`src/rtl/hsem_lock_arb_pkg.sv`:
```
// Shared encodings for the HSEM lock arbiter: FSM states, request opcodes and error codes.
package hsem_lock_arb_pkg;

    typedef enum logic [1:0] {
        ST_IDLE = 2'd0,
        ST_EVAL = 2'd1,
        ST_RESP = 2'd2
    } state_e;

    localparam logic OP_LOCK   = 1'b1;
    localparam logic OP_UNLOCK = 1'b0;

    localparam logic [1:0] ERR_NONE   = 2'b00;
    localparam logic [1:0] ERR_NOTOWN = 2'b01;
    localparam logic [1:0] ERR_TMO    = 2'b10;

endpackage

```
`src/rtl/hsem_rr_arb.sv`:
```
// Combinational round-robin picker: first active request at or above ptr_i, wrapping upward.
module hsem_rr_arb #(
    parameter int NREQ = 2,
    localparam int OW = $clog2((NREQ > 2) ? NREQ : 2)
) (
    input  logic [NREQ-1:0] req_i,
    input  logic [OW-1:0]   ptr_i,
    output logic [NREQ-1:0] gnt_o,
    output logic [OW-1:0]   gnt_idx_o
);

    logic          found_s;
    logic [OW-1:0] cand_s;

    // Scan candidates starting at the pointer; the first hit wins.
    always_comb begin
        gnt_o     = '0;
        gnt_idx_o = '0;
        found_s   = 1'b0;
        cand_s    = '0;
        for (int i = 0; i < NREQ; i++) begin
            cand_s = ((32'(ptr_i) + 32'(i)) >= 32'(NREQ)) ?
                     OW'(32'(ptr_i) + 32'(i) - 32'(NREQ)) : OW'(32'(ptr_i) + 32'(i));
            if (!found_s && req_i[cand_s]) begin
                found_s        = 1'b1;
                gnt_o[cand_s]  = 1'b1;
                gnt_idx_o      = cand_s;
            end else begin
                found_s = found_s;
            end
        end
    end

endmodule

```
`src/rtl/hsem_lock_arb.sv`:
```
// HSEM ownership arbiter: round-robin lock/unlock service, per-semaphore owner state,
// hold-timeout forced release and per-requester error pulses.
module hsem_lock_arb
    import hsem_lock_arb_pkg::*;
#(
    parameter int NREQ   = 2,
    parameter int NSEM   = 8,
    parameter int TMO_W  = 10,
    parameter int TMO_EN = 1,
    localparam int OW = $clog2((NREQ > 2) ? NREQ : 2),
    localparam int SW = $clog2(NSEM)
) (
    input  logic                 hclk,
    input  logic                 hreset,
    input  logic [NREQ-1:0]      req_valid,
    input  logic [NREQ-1:0]      req_op,
    input  logic [NREQ*SW-1:0]   req_id,
    output logic [NREQ-1:0]      resp_valid,
    output logic                 resp_ok,
    input  logic                 clr_all,
    output logic [NSEM-1:0]      sem_locked,
    output logic [NSEM*OW-1:0]   sem_owner,
    output logic [NREQ-1:0]      err_pulse,
    output logic [1:0]           err_code
);

    state_e             state_q, state_d;
    logic [OW-1:0]      ptr_q, ptr_d, idx_q, idx_d;
    logic               op_q, op_d;
    logic [SW-1:0]      id_q, id_d;
    logic [NSEM-1:0]    locked_q, locked_d;
    logic [OW-1:0]      owner_q [NSEM];
    logic [OW-1:0]      owner_d [NSEM];
    logic [TMO_W-1:0]   cnt_q [NSEM];
    logic [TMO_W-1:0]   cnt_d [NSEM];
    logic [NREQ-1:0]    resp_valid_q, resp_valid_d, err_pulse_q, err_pulse_d;
    logic               resp_ok_q, resp_ok_d;
    logic [1:0]         err_code_q, err_code_d;

    logic [NREQ-1:0]    gnt_s;
    logic [OW-1:0]      gnt_idx_s;
    logic               sel_op_s, tmo_fire_s, id_ok_s, cur_locked_s;
    logic [SW-1:0]      sel_id_s, tmo_sem_s;
    logic [OW-1:0]      cur_owner_s;

    hsem_rr_arb #(.NREQ(NREQ)) u_rr (
        .req_i     (req_valid),
        .ptr_i     (ptr_q),
        .gnt_o     (gnt_s),
        .gnt_idx_o (gnt_idx_s)
    );

    // Lowest saturated semaphore fires; the rest stay saturated for later cycles.
    always_comb begin
        tmo_fire_s = 1'b0;
        tmo_sem_s  = '0;
        for (int s = NSEM - 1; s >= 0; s--) begin
            if ((TMO_EN != 0) && locked_q[s] && (cnt_q[s] == {TMO_W{1'b1}})) begin
                tmo_fire_s = 1'b1;
                tmo_sem_s  = SW'(s);
            end else begin
                tmo_fire_s = tmo_fire_s;
            end
        end
    end

    // Winner's op/id, and the latched target's state after this cycle's timeout release.
    always_comb begin
        sel_op_s = 1'b0;
        sel_id_s = '0;
        for (int r = 0; r < NREQ; r++) begin
            if (gnt_s[r]) begin
                sel_op_s = req_op[r];
                sel_id_s = req_id[r*SW +: SW];
            end else begin
                sel_op_s = sel_op_s;
            end
        end
        id_ok_s      = (32'(id_q) < 32'(NSEM));
        cur_locked_s = locked_q[id_q] && !(tmo_fire_s && (tmo_sem_s == id_q));
        cur_owner_s  = cur_locked_s ? owner_q[id_q] : '0;
    end

    // Next-state: clr_all overrides everything, then timeout, then the FSM step.
    always_comb begin
        state_d      = state_q;
        ptr_d        = ptr_q;
        idx_d        = idx_q;
        op_d         = op_q;
        id_d         = id_q;
        locked_d     = locked_q;
        owner_d      = owner_q;
        cnt_d        = cnt_q;
        resp_valid_d = '0;
        resp_ok_d    = 1'b0;
        err_pulse_d  = '0;
        err_code_d   = ERR_NONE;
        if (clr_all) begin
            state_d  = ST_IDLE;
            locked_d = '0;
            for (int s = 0; s < NSEM; s++) begin
                owner_d[s] = '0;
                cnt_d[s]   = '0;
            end
        end else begin
            for (int s = 0; s < NSEM; s++) begin
                if ((TMO_EN != 0) && locked_q[s] && (cnt_q[s] != {TMO_W{1'b1}})) begin
                    cnt_d[s] = cnt_q[s] + TMO_W'(1);
                end else begin
                    cnt_d[s] = cnt_q[s];
                end
            end
            if (tmo_fire_s) begin
                locked_d[tmo_sem_s]            = 1'b0;
                owner_d[tmo_sem_s]             = '0;
                cnt_d[tmo_sem_s]               = '0;
                err_pulse_d[owner_q[tmo_sem_s]] = 1'b1;
                err_code_d                     = ERR_TMO;
            end else begin
                err_code_d = ERR_NONE;
            end
            case (state_q)
                ST_IDLE: begin
                    if (|req_valid) begin
                        idx_d   = gnt_idx_s;
                        op_d    = sel_op_s;
                        id_d    = sel_id_s;
                        state_d = ST_EVAL;
                    end else begin
                        state_d = ST_IDLE;
                    end
                end
                ST_EVAL: begin
                    state_d             = ST_RESP;
                    resp_valid_d[idx_q] = 1'b1;
                    if (!id_ok_s) begin
                        resp_ok_d = 1'b0;
                    end else if (op_q == OP_LOCK) begin
                        if (!cur_locked_s) begin
                            locked_d[id_q] = 1'b1;
                            owner_d[id_q]  = idx_q;
                            cnt_d[id_q]    = '0;
                            resp_ok_d      = 1'b1;
                        end else begin
                            resp_ok_d = (cur_owner_s == idx_q);
                        end
                    end else begin
                        if (cur_locked_s && (cur_owner_s == idx_q)) begin
                            locked_d[id_q] = 1'b0;
                            owner_d[id_q]  = '0;
                            cnt_d[id_q]    = '0;
                            resp_ok_d      = 1'b1;
                        end else if (cur_locked_s) begin
                            err_pulse_d[idx_q] = 1'b1;
                            err_code_d         = tmo_fire_s ? ERR_TMO : ERR_NOTOWN;
                        end else begin
                            resp_ok_d = 1'b0;
                        end
                    end
                end
                ST_RESP: begin
                    ptr_d   = (idx_q == OW'(NREQ - 1)) ? '0 : (idx_q + OW'(1));
                    state_d = ST_IDLE;
                end
                default: begin
                    state_d = ST_IDLE;
                end
            endcase
        end
    end

    // State registers with synchronous reset.
    always_ff @(posedge hclk) begin
        if (hreset) begin
            state_q      <= ST_IDLE;
            ptr_q        <= '0;
            idx_q        <= '0;
            op_q         <= 1'b0;
            id_q         <= '0;
            locked_q     <= '0;
            resp_valid_q <= '0;
            resp_ok_q    <= 1'b0;
            err_pulse_q  <= '0;
            err_code_q   <= ERR_NONE;
            for (int s = 0; s < NSEM; s++) begin
                owner_q[s] <= '0;
                cnt_q[s]   <= '0;
            end
        end else begin
            state_q      <= state_d;
            ptr_q        <= ptr_d;
            idx_q        <= idx_d;
            op_q         <= op_d;
            id_q         <= id_d;
            locked_q     <= locked_d;
            resp_valid_q <= resp_valid_d;
            resp_ok_q    <= resp_ok_d;
            err_pulse_q  <= err_pulse_d;
            err_code_q   <= err_code_d;
            owner_q      <= owner_d;
            cnt_q        <= cnt_d;
        end
    end

    // Flatten the owner array onto the output bus.
    always_comb begin
        sem_owner = '0;
        for (int s = 0; s < NSEM; s++) begin
            sem_owner[s*OW +: OW] = owner_q[s];
        end
    end

    assign sem_locked = locked_q;
    assign resp_valid = resp_valid_q;
    assign resp_ok    = resp_ok_q;
    assign err_pulse  = err_pulse_q;
    assign err_code   = err_code_q;

endmodule
```
`config.mk`:
```
export PLATFORM = sky130hd
export DESIGN_NAME = hsem_lock_arb
export DESIGN_NICKNAME = d
export VERILOG_FILES = /design/src/rtl/hsem_lock_arb_pkg.sv /design/src/rtl/hsem_rr_arb.sv /design/src/rtl/hsem_lock_arb.sv
export SDC_FILE = /design/constraint.sdc
export NUM_CORES = 1
export LEC_CHECK = 0
export ABC_AREA = 1
export ABC_CLOCK_PERIOD_IN_PS = 2200
export CORE_MARGIN = 2
export CORE_UTILIZATION = 45
export CTS_CLUSTER_DIAMETER = 60
export DETAILED_ROUTE_END_ITERATION = 8
export DONT_BUFFER_PORTS = 1
export GPL_TIMING_DRIVEN = 0
export PLACE_DENSITY = 0.64
export SLEW_MARGIN = 10
export SYNTH_ARGS = -nofsm -noshare
export SYNTH_HDL_FRONTEND = slang
export SYNTH_SLANG_ARGS = --single-unit
```
`constraint.sdc`:
```
create_clock -name hclk -period 2.2 [get_ports hclk]
set_clock_uncertainty 0.15 [all_clocks]
set_input_delay 0.44 -clock hclk [delete_from_list [all_inputs] [get_ports hclk]]
set_output_delay 0.44 -clock hclk [all_outputs]
set_load 0.03 [all_outputs]
```
==> results of run 1 <==
cell usage in the layout (no fill, tap or decap), types with 3 or more instances in the layout:
cell type	count
sky130_fd_sc_hd__nand2_1	162
sky130_fd_sc_hd__nor2_1	94
sky130_fd_sc_hd__dfxtp_1	86
sky130_fd_sc_hd__nand3_1	84
sky130_fd_sc_hd__inv_1	68
sky130_fd_sc_hd__nor2_2	56
sky130_fd_sc_hd__buf_4	29
sky130_fd_sc_hd__nand2_8	23
sky130_fd_sc_hd__or2_2	23
sky130_fd_sc_hd__dfxtp_2	23
sky130_fd_sc_hd__nand2_2	22
sky130_fd_sc_hd__nand4_1	22
sky130_fd_sc_hd__nor2_4	17
sky130_fd_sc_hd__inv_2	17
sky130_fd_sc_hd__o21ai_0	14
sky130_fd_sc_hd__o211ai_1	14
sky130_fd_sc_hd__nor3_1	13
sky130_fd_sc_hd__a21oi_1	13
sky130_fd_sc_hd__xor2_1	13
sky130_fd_sc_hd__a21oi_2	11
sky130_fd_sc_hd__nand3b_1	11
sky130_fd_sc_hd__buf_6	10
sky130_fd_sc_hd__clkbuf_16	9
sky130_fd_sc_hd__nand2_4	8
sky130_fd_sc_hd__ha_4	8
sky130_fd_sc_hd__nand3_2	7
sky130_fd_sc_hd__xnor2_1	7
sky130_fd_sc_hd__o22ai_1	6
sky130_fd_sc_hd__a31o_2	5
sky130_fd_sc_hd__nand3_4	4
sky130_fd_sc_hd__a31oi_1	4
sky130_fd_sc_hd__nor4_1	3
sky130_fd_sc_hd__a21boi_2	3
sky130_fd_sc_hd__o21bai_1	3
sky130_fd_sc_hd__clkbuf_8	3
sequential cells by signal (all words and copies together), names as in the netlist:
signal      flops
op_q            1
sem_owner       8
id_q            3
cnt_q          80
err_pulse       2
sem_locked      8
ptr_q           1
resp_ok         1
err_code        2
resp_valid      2
state_q         2
idx_q           1
timing repair:
| action | CTS | global route |
|---|---|---|
| cloned | 8 | 0 |
| buffers inserted | 30 | 6 |
| endpoints found under the hold margin | 0 | 0 |
| resized for setup | 100 | 80 |
| pin swaps | 29 | 30 |
| endpoints found under the setup margin | 100 | 102 |
where the power goes:
group          switching [mW]  internal, mW
logic                   0.196        0.0969
clock network           0.740         0.864
registers             0.00969          2.01
area by class of cell:
type                            count  area (µm²)
Timing Repair Buffer               37         332
Multi-Input combinational cell    668        4240
Sequential cell                   111        2260
Clock buffer                       12         267
Fill cell                        1237        5490
Clock inverter                      4        27.5
Buffer                              9        78.8
Inverter                           87         335
Tap cell                          176         220
final timing paths:
| check | from | endpoint | slack (ps) | cells after the start |
|---|---|---|---|---|
| worst max-delay path | cnt_q[30]$_SDFF_PP0_ | cnt_q[24]$_SDFF_PP0_ | -240 | 15 |
| worst min-delay path | req_id[4] | id_q[1]$_SDFFE_PP0P_ | 90 | 2 |
| worst max register to register | cnt_q[30]$_SDFF_PP0_ | cnt_q[24]$_SDFF_PP0_ | -240 | 15 |
| worst min register to register | ptr_q$_SDFFE_PP0P_ | ptr_q$_SDFFE_PP0P_ | 370 | 2 |
cells by family (layout without fill, tap and decap cells):
group / after synthesis / count (layout) / share of synthesized area (%)
xor gates and xnor gates: 20 / 20 / 2.86
and+or+nand+nor: 551 / 558 / 44.3
AOI/OAI and AO/OA: 82 / 82 / 8.56
adders and majority gates: 8 / 8 / 1.63
DFF: 111 / 111 / 36.3
buffers and inverters: 96 / 149 / 6.35
layer usage:
metal | vias to the layer above | wire, µm | GRT usage (%)
met5 | - | 0 | 0
met4 | 0 | 281 | 6.25
met3 | 21 | 856 | 7.08
met2 | 109 | 7250 | 34.1
met1 | 2652 | 6860 | 26.8
li1 | 2983 | - | -
metrics by stage:
step                total power, mW  setup TNS [ps]
global placement               2.28          -42020
global route                   4.07          -32810
CTS                            3.96          -14180
finish                         3.92          -19340
detailed placement             2.28          -43430
floorplan                      2.23         -0.0469
==> qor.txt, run 1 <==
outcome = finished with violations
violated checks = setup timing
number of sinks driven by the clock tree = 111
instance count after placement with tap cells included = 1044
gate count after technology mapping = 868
number of vias per cell = 5.22
CTS H-Tree Depth = 3
mapped cell area = 6130 µm²
quantity of hold-fixing buffers added after cts = 0
num ports = 36
cell with the most instances on the worst path = sky130_fd_sc_hd__nand2_8
cell family with the largest share of critical-path delay = simple AND/OR/NAND/NOR gates
max-slew violation count = 0
Net Count, Synth = 889
number of optimization iterations in the first detailed-route pass = 5
Final Hold Violating Endpoints = 0
Post-Place Setup Slack = -605 ps
Top FF cell, synth = sky130_fd_sc_hd__dfxtp_1
post-DP HPWL = 9.98 mm
antenna violations before repair = 0
average wire per cell in the routed design = 13.8 µm
CP bufs+invs = 2
final worst path period need = 2440 ps
Util after Layout = 58.6%
vias after detailed routing = 5765
Final #Nets = 944
number of warning messages in the yosys log = 0
layout-stage area growth over the synthesis result = 26.6%
clock latency on the worst-skew pair = 360 ps
count of unresolved DRC violations after routing = 0
slowest stage cell on the critical path = sky130_fd_sc_hd__dfxtp_4
clock buffer count from CTS = 9
top area cells in the synthesized netlist = sky130_fd_sc_hd__dfxtp_1 36%, sky130_fd_sc_hd__nand2_1 11%, sky130_fd_sc_hd__nor2_1 7.8%
list of cells traversed by the critical path = ha_4, nand2_2, nor2_4, nand4_1, nand4_1, nand3_2, nand2_1, inv_2, nor2_4, nand3_4, nand2_8, buf_12, nand2_8, nand2_8, nor2_1
pin count of the biggest net entering global routing = 18
initial standard-cell utilization of the core = 46.3%
final cycle utilization of the critical path = 111%
wire length of the first global-routing pass = 24.8 mm
detailed-route wire length = 15.3 mm
clock buffer depth = 2
row cnt = 42
die span in y = 121 µm
fraction of post-synthesis cell area in the top cell type by area = 36.3%
HP Class = in2reg
post-CTS clock slew at the launch and capture registers of the worst setup and hold paths = 70 ps
count of input and output buffers = 0
Layout Cell Area excl Fill = 7760 µm²
TritonCTS clock tree = done
Post-synth EDFFs = 0
worst max-slew margin expressed relative to the limit = 60.5%
number of global-route vias before repair = 5220
type of element capturing the critical path = register
fraction of layout instances using a drive strength above 1 = 31.8%
Async S/R FF share, synth = 0%
crit start category = register
Post-DRT Antenna Nets = 0
Crit Path Max Fanout = 5
signal arrival time at the worst endpoint = 2530 ps
synth cell count leaders = 187 x sky130_fd_sc_hd__nand2_1, 128 x sky130_fd_sc_hd__nor2_1, 111 x sky130_fd_sc_hd__dfxtp_1, 90 x sky130_fd_sc_hd__nand3_1, 78 x sky130_fd_sc_hd__inv_1
iteration-0 DRC count of the detailed router = 338
number of non-filler instances in the completed layout = 1104
timing-limited maximum frequency = 0.410 GHz
core outline area = 13200 µm²
count of state elements after synthesis = 111
Final Worst Setup Slack = -238 ps
die span in x = 121 µm
Post-Synthesis Mean Instance Area = 7.06 µm²
register area share after synthesis = 36.3%
clock tree root driver cell = sky130_fd_sc_hd__clkbuf_16
placer congestion estimate = 0.923
diode insertion count for antenna repair = 0
RSZ-0062 raised after global routing = true
largest incremental delay on the critical path = 370 ps
most common cell in the netlist = sky130_fd_sc_hd__nand2_1
required time reported for the critical path endpoint = 2290 ps
power density cells = 505 nW/µm²
placed inst area = 6410 µm²
die area = 14600 µm²
Overflow after GRT = 0
leading area contributor after synthesis = sky130_fd_sc_hd__dfxtp_1
Worst IR Drop VDD = 431 µV
smallest hold slack = 90.5 ps
actual transition at the worst max-transition pin = 590 ps
Maximum Capacitance Violations = 0
category of the most critical setup path = reg2reg
count of unique library cells instantiated by Yosys = 48
static leakage power = 2.84 nW
Setup Viol. Count Final = 100
total global routing track utilization = 21.2%
No activity file was read; power rests on OpenSTA's default activity.
==> run 2: changes to the inputs <==
--- a/config.mk
+++ b/config.mk
@@ -13,8 +13,9 @@
 export DETAILED_ROUTE_END_ITERATION = 8
 export DONT_BUFFER_PORTS = 1
 export GPL_TIMING_DRIVEN = 0
-export PLACE_DENSITY = 0.64
+export PLACE_DENSITY = 0.72
 export SLEW_MARGIN = 10
 export SYNTH_ARGS = -nofsm -noshare
 export SYNTH_HDL_FRONTEND = slang
+export SYNTH_HIERARCHICAL = 1
 export SYNTH_SLANG_ARGS = --single-unit
==> qor.txt, run 2 <==
outcome = finished with violations
violated checks = setup timing
detailed-route wire length = 15.5 mm
register with the highest flop count = cnt_q
fraction of post-synthesis cell area in the top cell type by area = 37.0%
Overflow after GRT = 0
HP Class = in2reg
basic-gate share of the synthesized area counting and, or, nand and nor cells = 43.4%
pin count of the biggest net entering global routing = 18
average wire per cell in the routed design = 14.0 µm
slowest stage cell on the critical path = sky130_fd_sc_hd__dfxtp_4
Post-synth EDFFs = 0
terminating pin of the worst hold path = ptr_q$_SDFFE_PP0P_
post-CTS clock slew at the launch and capture registers of the worst setup and hold paths = 70 ps
placed inst area = 6250 µm²
number of global-route vias before repair = 5421
Post-DRT Antenna Nets = 0
Async S/R FF share, synth = 0%
wire length of the first global-routing pass = 25.0 mm
clock tree root driver cell = sky130_fd_sc_hd__clkbuf_16
Largest register FFs = 80
Final Worst Setup Slack = -395 ps
clock buffer count from CTS = 9
post-layout total power = 3.80 mW
antenna violations before repair = 0
final worst path period need = 2590 ps
post-synthesis share of cell area spent on xor and xnor gates = 2.48%
post-DP HPWL = 9.57 mm
most common library cell in the layout ignoring fill and taps = sky130_fd_sc_hd__nand2_1
number of filler instances in the final layout = 1152
mapped cell area = 6000 µm²
worst max-slew margin expressed relative to the limit = 51.1%
Reg2Reg Capture Point = cnt_q[41]$_SDFF_PP0_
Worst IR Drop VDD = 505 µV
Net Count, Synth = 892
layout-stage area growth over the synthesis result = 28.0%
count of unresolved DRC violations after routing = 0
Final Hold Violating Endpoints = 0
max-slew violation count = 0
total global routing track utilization = 21.5%
static leakage power = 2.98 nW
count of input and output buffers = 0
final cycle utilization of the critical path = 118%
Maximum Capacitance Violations = 0
Final #Nets = 951
core outline area = 13100 µm²
most frequent cells in the layout = 148 x sky130_fd_sc_hd__nand2_1, 104 x sky130_fd_sc_hd__nor2_1, 90 x sky130_fd_sc_hd__dfxtp_1, 82 x sky130_fd_sc_hd__nand3_1, 77 x sky130_fd_sc_hd__inv_1
instance count after placement with tap cells included = 1047
worst-case register-to-register setup slack = -390 ps
count of state elements after synthesis = 111
signal arrival time at the worst endpoint = 2750 ps
die span in x = 120 µm
number of warning messages in the yosys log = 6
count of cells along the worst register-to-register path = 18
vias after detailed routing = 5918
number of vias per cell = 5.33
compound-cell area share of the yosys netlist = 9.02%
initial standard-cell utilization of the core = 45.7%
diode insertion count for antenna repair = 0
synth cell count leaders = 174 x sky130_fd_sc_hd__nand2_1, 160 x sky130_fd_sc_hd__nor2_1, 111 x sky130_fd_sc_hd__dfxtp_1, 93 x sky130_fd_sc_hd__nand3_1, 88 x sky130_fd_sc_hd__inv_1
fraction of layout instances using a drive strength above 1 = 31.7%
required time reported for the critical path endpoint = 2350 ps
Top FF cell, synth = sky130_fd_sc_hd__dfxtp_1
cell with the most instances on the worst path = sky130_fd_sc_hd__nand2_2
actual transition at the worst max-transition pin = 730 ps
iteration-0 DRC count of the detailed router = 367
TritonCTS clock tree = done
number of non-filler instances in the completed layout = 1110
quantity of hold-fixing buffers added after cts = 0
CTS H-Tree Depth = 3
cell depth of the worst min-delay path = 3
type of element capturing the critical path = register
main combinational cell family by area after synthesis = simple AND/OR/NAND/NOR gates
Sum Neg Setup Slack = -29940 ps
placer congestion estimate = 0.960
list of cells traversed by the critical path = ha_4, nand3_4, inv_2, nand4_1, nand2_2, inv_2, nand2_4, nand2_4, nand2_2, nand2_2, nor2_4, nand3_4, buf_6, buf_6, nand4_1, buf_4, nand2_8, nor2_4
crit start category = register
die span in y = 120 µm
switching power of the nets = 0.940 mW
Util after Layout = 58.5%
leading area contributor after synthesis = sky130_fd_sc_hd__dfxtp_1
row cnt = 42
clock latency on the worst-skew pair = 360 ps
share of synthesized area spent on multiplexers = 0%
register area share after synthesis = 37.0%
Comb power frac = 7.3%
clock buffer depth = 2
power density cells = 495 nW/µm²
largest incremental delay on the critical path = 370 ps
num ports = 36
number of optimization iterations in the first detailed-route pass = 5
timing-limited maximum frequency = 0.385 GHz
post-synthesis share of cell area spent on full adders, half adders and majority gates = 1.67%
RSZ-0062 raised after global routing = true
most common cell in the netlist = sky130_fd_sc_hd__nand2_1
gate count after technology mapping = 871
top area cells in the synthesized netlist = sky130_fd_sc_hd__dfxtp_1 37%, sky130_fd_sc_hd__nand2_1 11%, sky130_fd_sc_hd__nor2_1 10%
Sw Ratio = 24.7%
category of the most critical setup path = reg2reg
Post-Place Setup Slack = -532 ps
number of sinks driven by the clock tree = 111
start point of the worst hold path = clr_all
Setup Viol. Count Final = 100
die area = 14300 µm²
Crit Path Max Fanout = 5
share of total power in the clock network = 39.4%
share of total power in sequential cells = 53.3%
count of unique library cells instantiated by Yosys = 38
Layout Cell Area excl Fill = 7680 µm²
FF-to-FF Start = cnt_q[40]$_SDFF_PP0_
design internal power = 2.86 mW
Post-Synthesis Mean Instance Area = 6.89 µm²
smallest hold slack = 136 ps
[run 2: area by class of cell]
class / count / area, µm² / area share (%)
inverters: 91 / 348 / 4.53
multi-input cells: 670 / 4170 / 54.3
repair buffers: 41 / 373 / 4.85
well taps: 176 / 220 / 2.87
flip-flops and latches: 111 / 2260 / 29.4
plain buffers: 6 / 51.3 / 0.668
clock inverters: 5 / 36.3 / 0.472
clock buffers: 10 / 229 / 2.98
[run 2: metal layers]
layer	vias up	share of wire, %	track usage, %
li1	2985	-	-
met1	2705	42	26.7
met2	181	48	35.8
met3	47	7.0	4.75
met4	0	3.3	9.34
met5	-	0	0
[run 2: logic make-up (layout without fill, tap and decap cells)]
logic type,after synthesis,after routing
and+or+nand+nor,547,554
DFF,111,111
buffers and inverters,97,153
AOI/OAI and AO/OA,91,91
xor gates and xnor gates,17,17
adders and majority gates,8,8
[run 2: worst max-delay path: cells and delay by family (launching register included)]
family / cells / cell delay, ps
AND/OR/NAND/NOR: 12 / 1290
adder cells (fa/ha/maj): 1 / 150
flip-flops: 1 / 370
buffers and inverters: 5 / 540
[run 2: worst max path at each step]
stage / start / endpoint / slack (ps) / depth (start not counted)
after detailed placement: hreset / cnt_q[67]$_SDFF_PP0_ / -530 / 7
after CTS: cnt_q[51]$_SDFF_PP0_ / cnt_q[36]$_SDFF_PP0_ / -290 / 17
after floorplan: cnt_q[11]$_SDFF_PP0_ / cnt_q[70]$_SDFF_PP0_ / 0.05 / 17
after global routing: cnt_q[60]$_SDFF_PP0_ / cnt_q[33]$_SDFF_PP0_ / -440 / 16
after global placement: hreset / cnt_q[67]$_SDFF_PP0_ / -520 / 7
final: cnt_q[40]$_SDFF_PP0_ / cnt_q[41]$_SDFF_PP0_ / -390 / 18
[run 2: power by group through the flow]
stage                     clock network (mW)  logic (mW)  registers (mW)
after floorplan                            0       0.150            2.07
after global placement                     0       0.196            2.07
after detailed placement                   0       0.197            2.07
after CTS                               1.53       0.256            2.03
after global routing                    1.60       0.296            2.03
final                                   1.50       0.278            2.03
[run 2: what timing repair did]
| action | 4_1_cts | 5_1_grt |
|---|---|---|
| setup buffers | 32 | 8 |
| gates cloned | 8 | 0 |
| pin swaps | 46 | 26 |
| resized for setup | 103 | 107 |
| endpoints found under the setup margin | 100 | 100 |
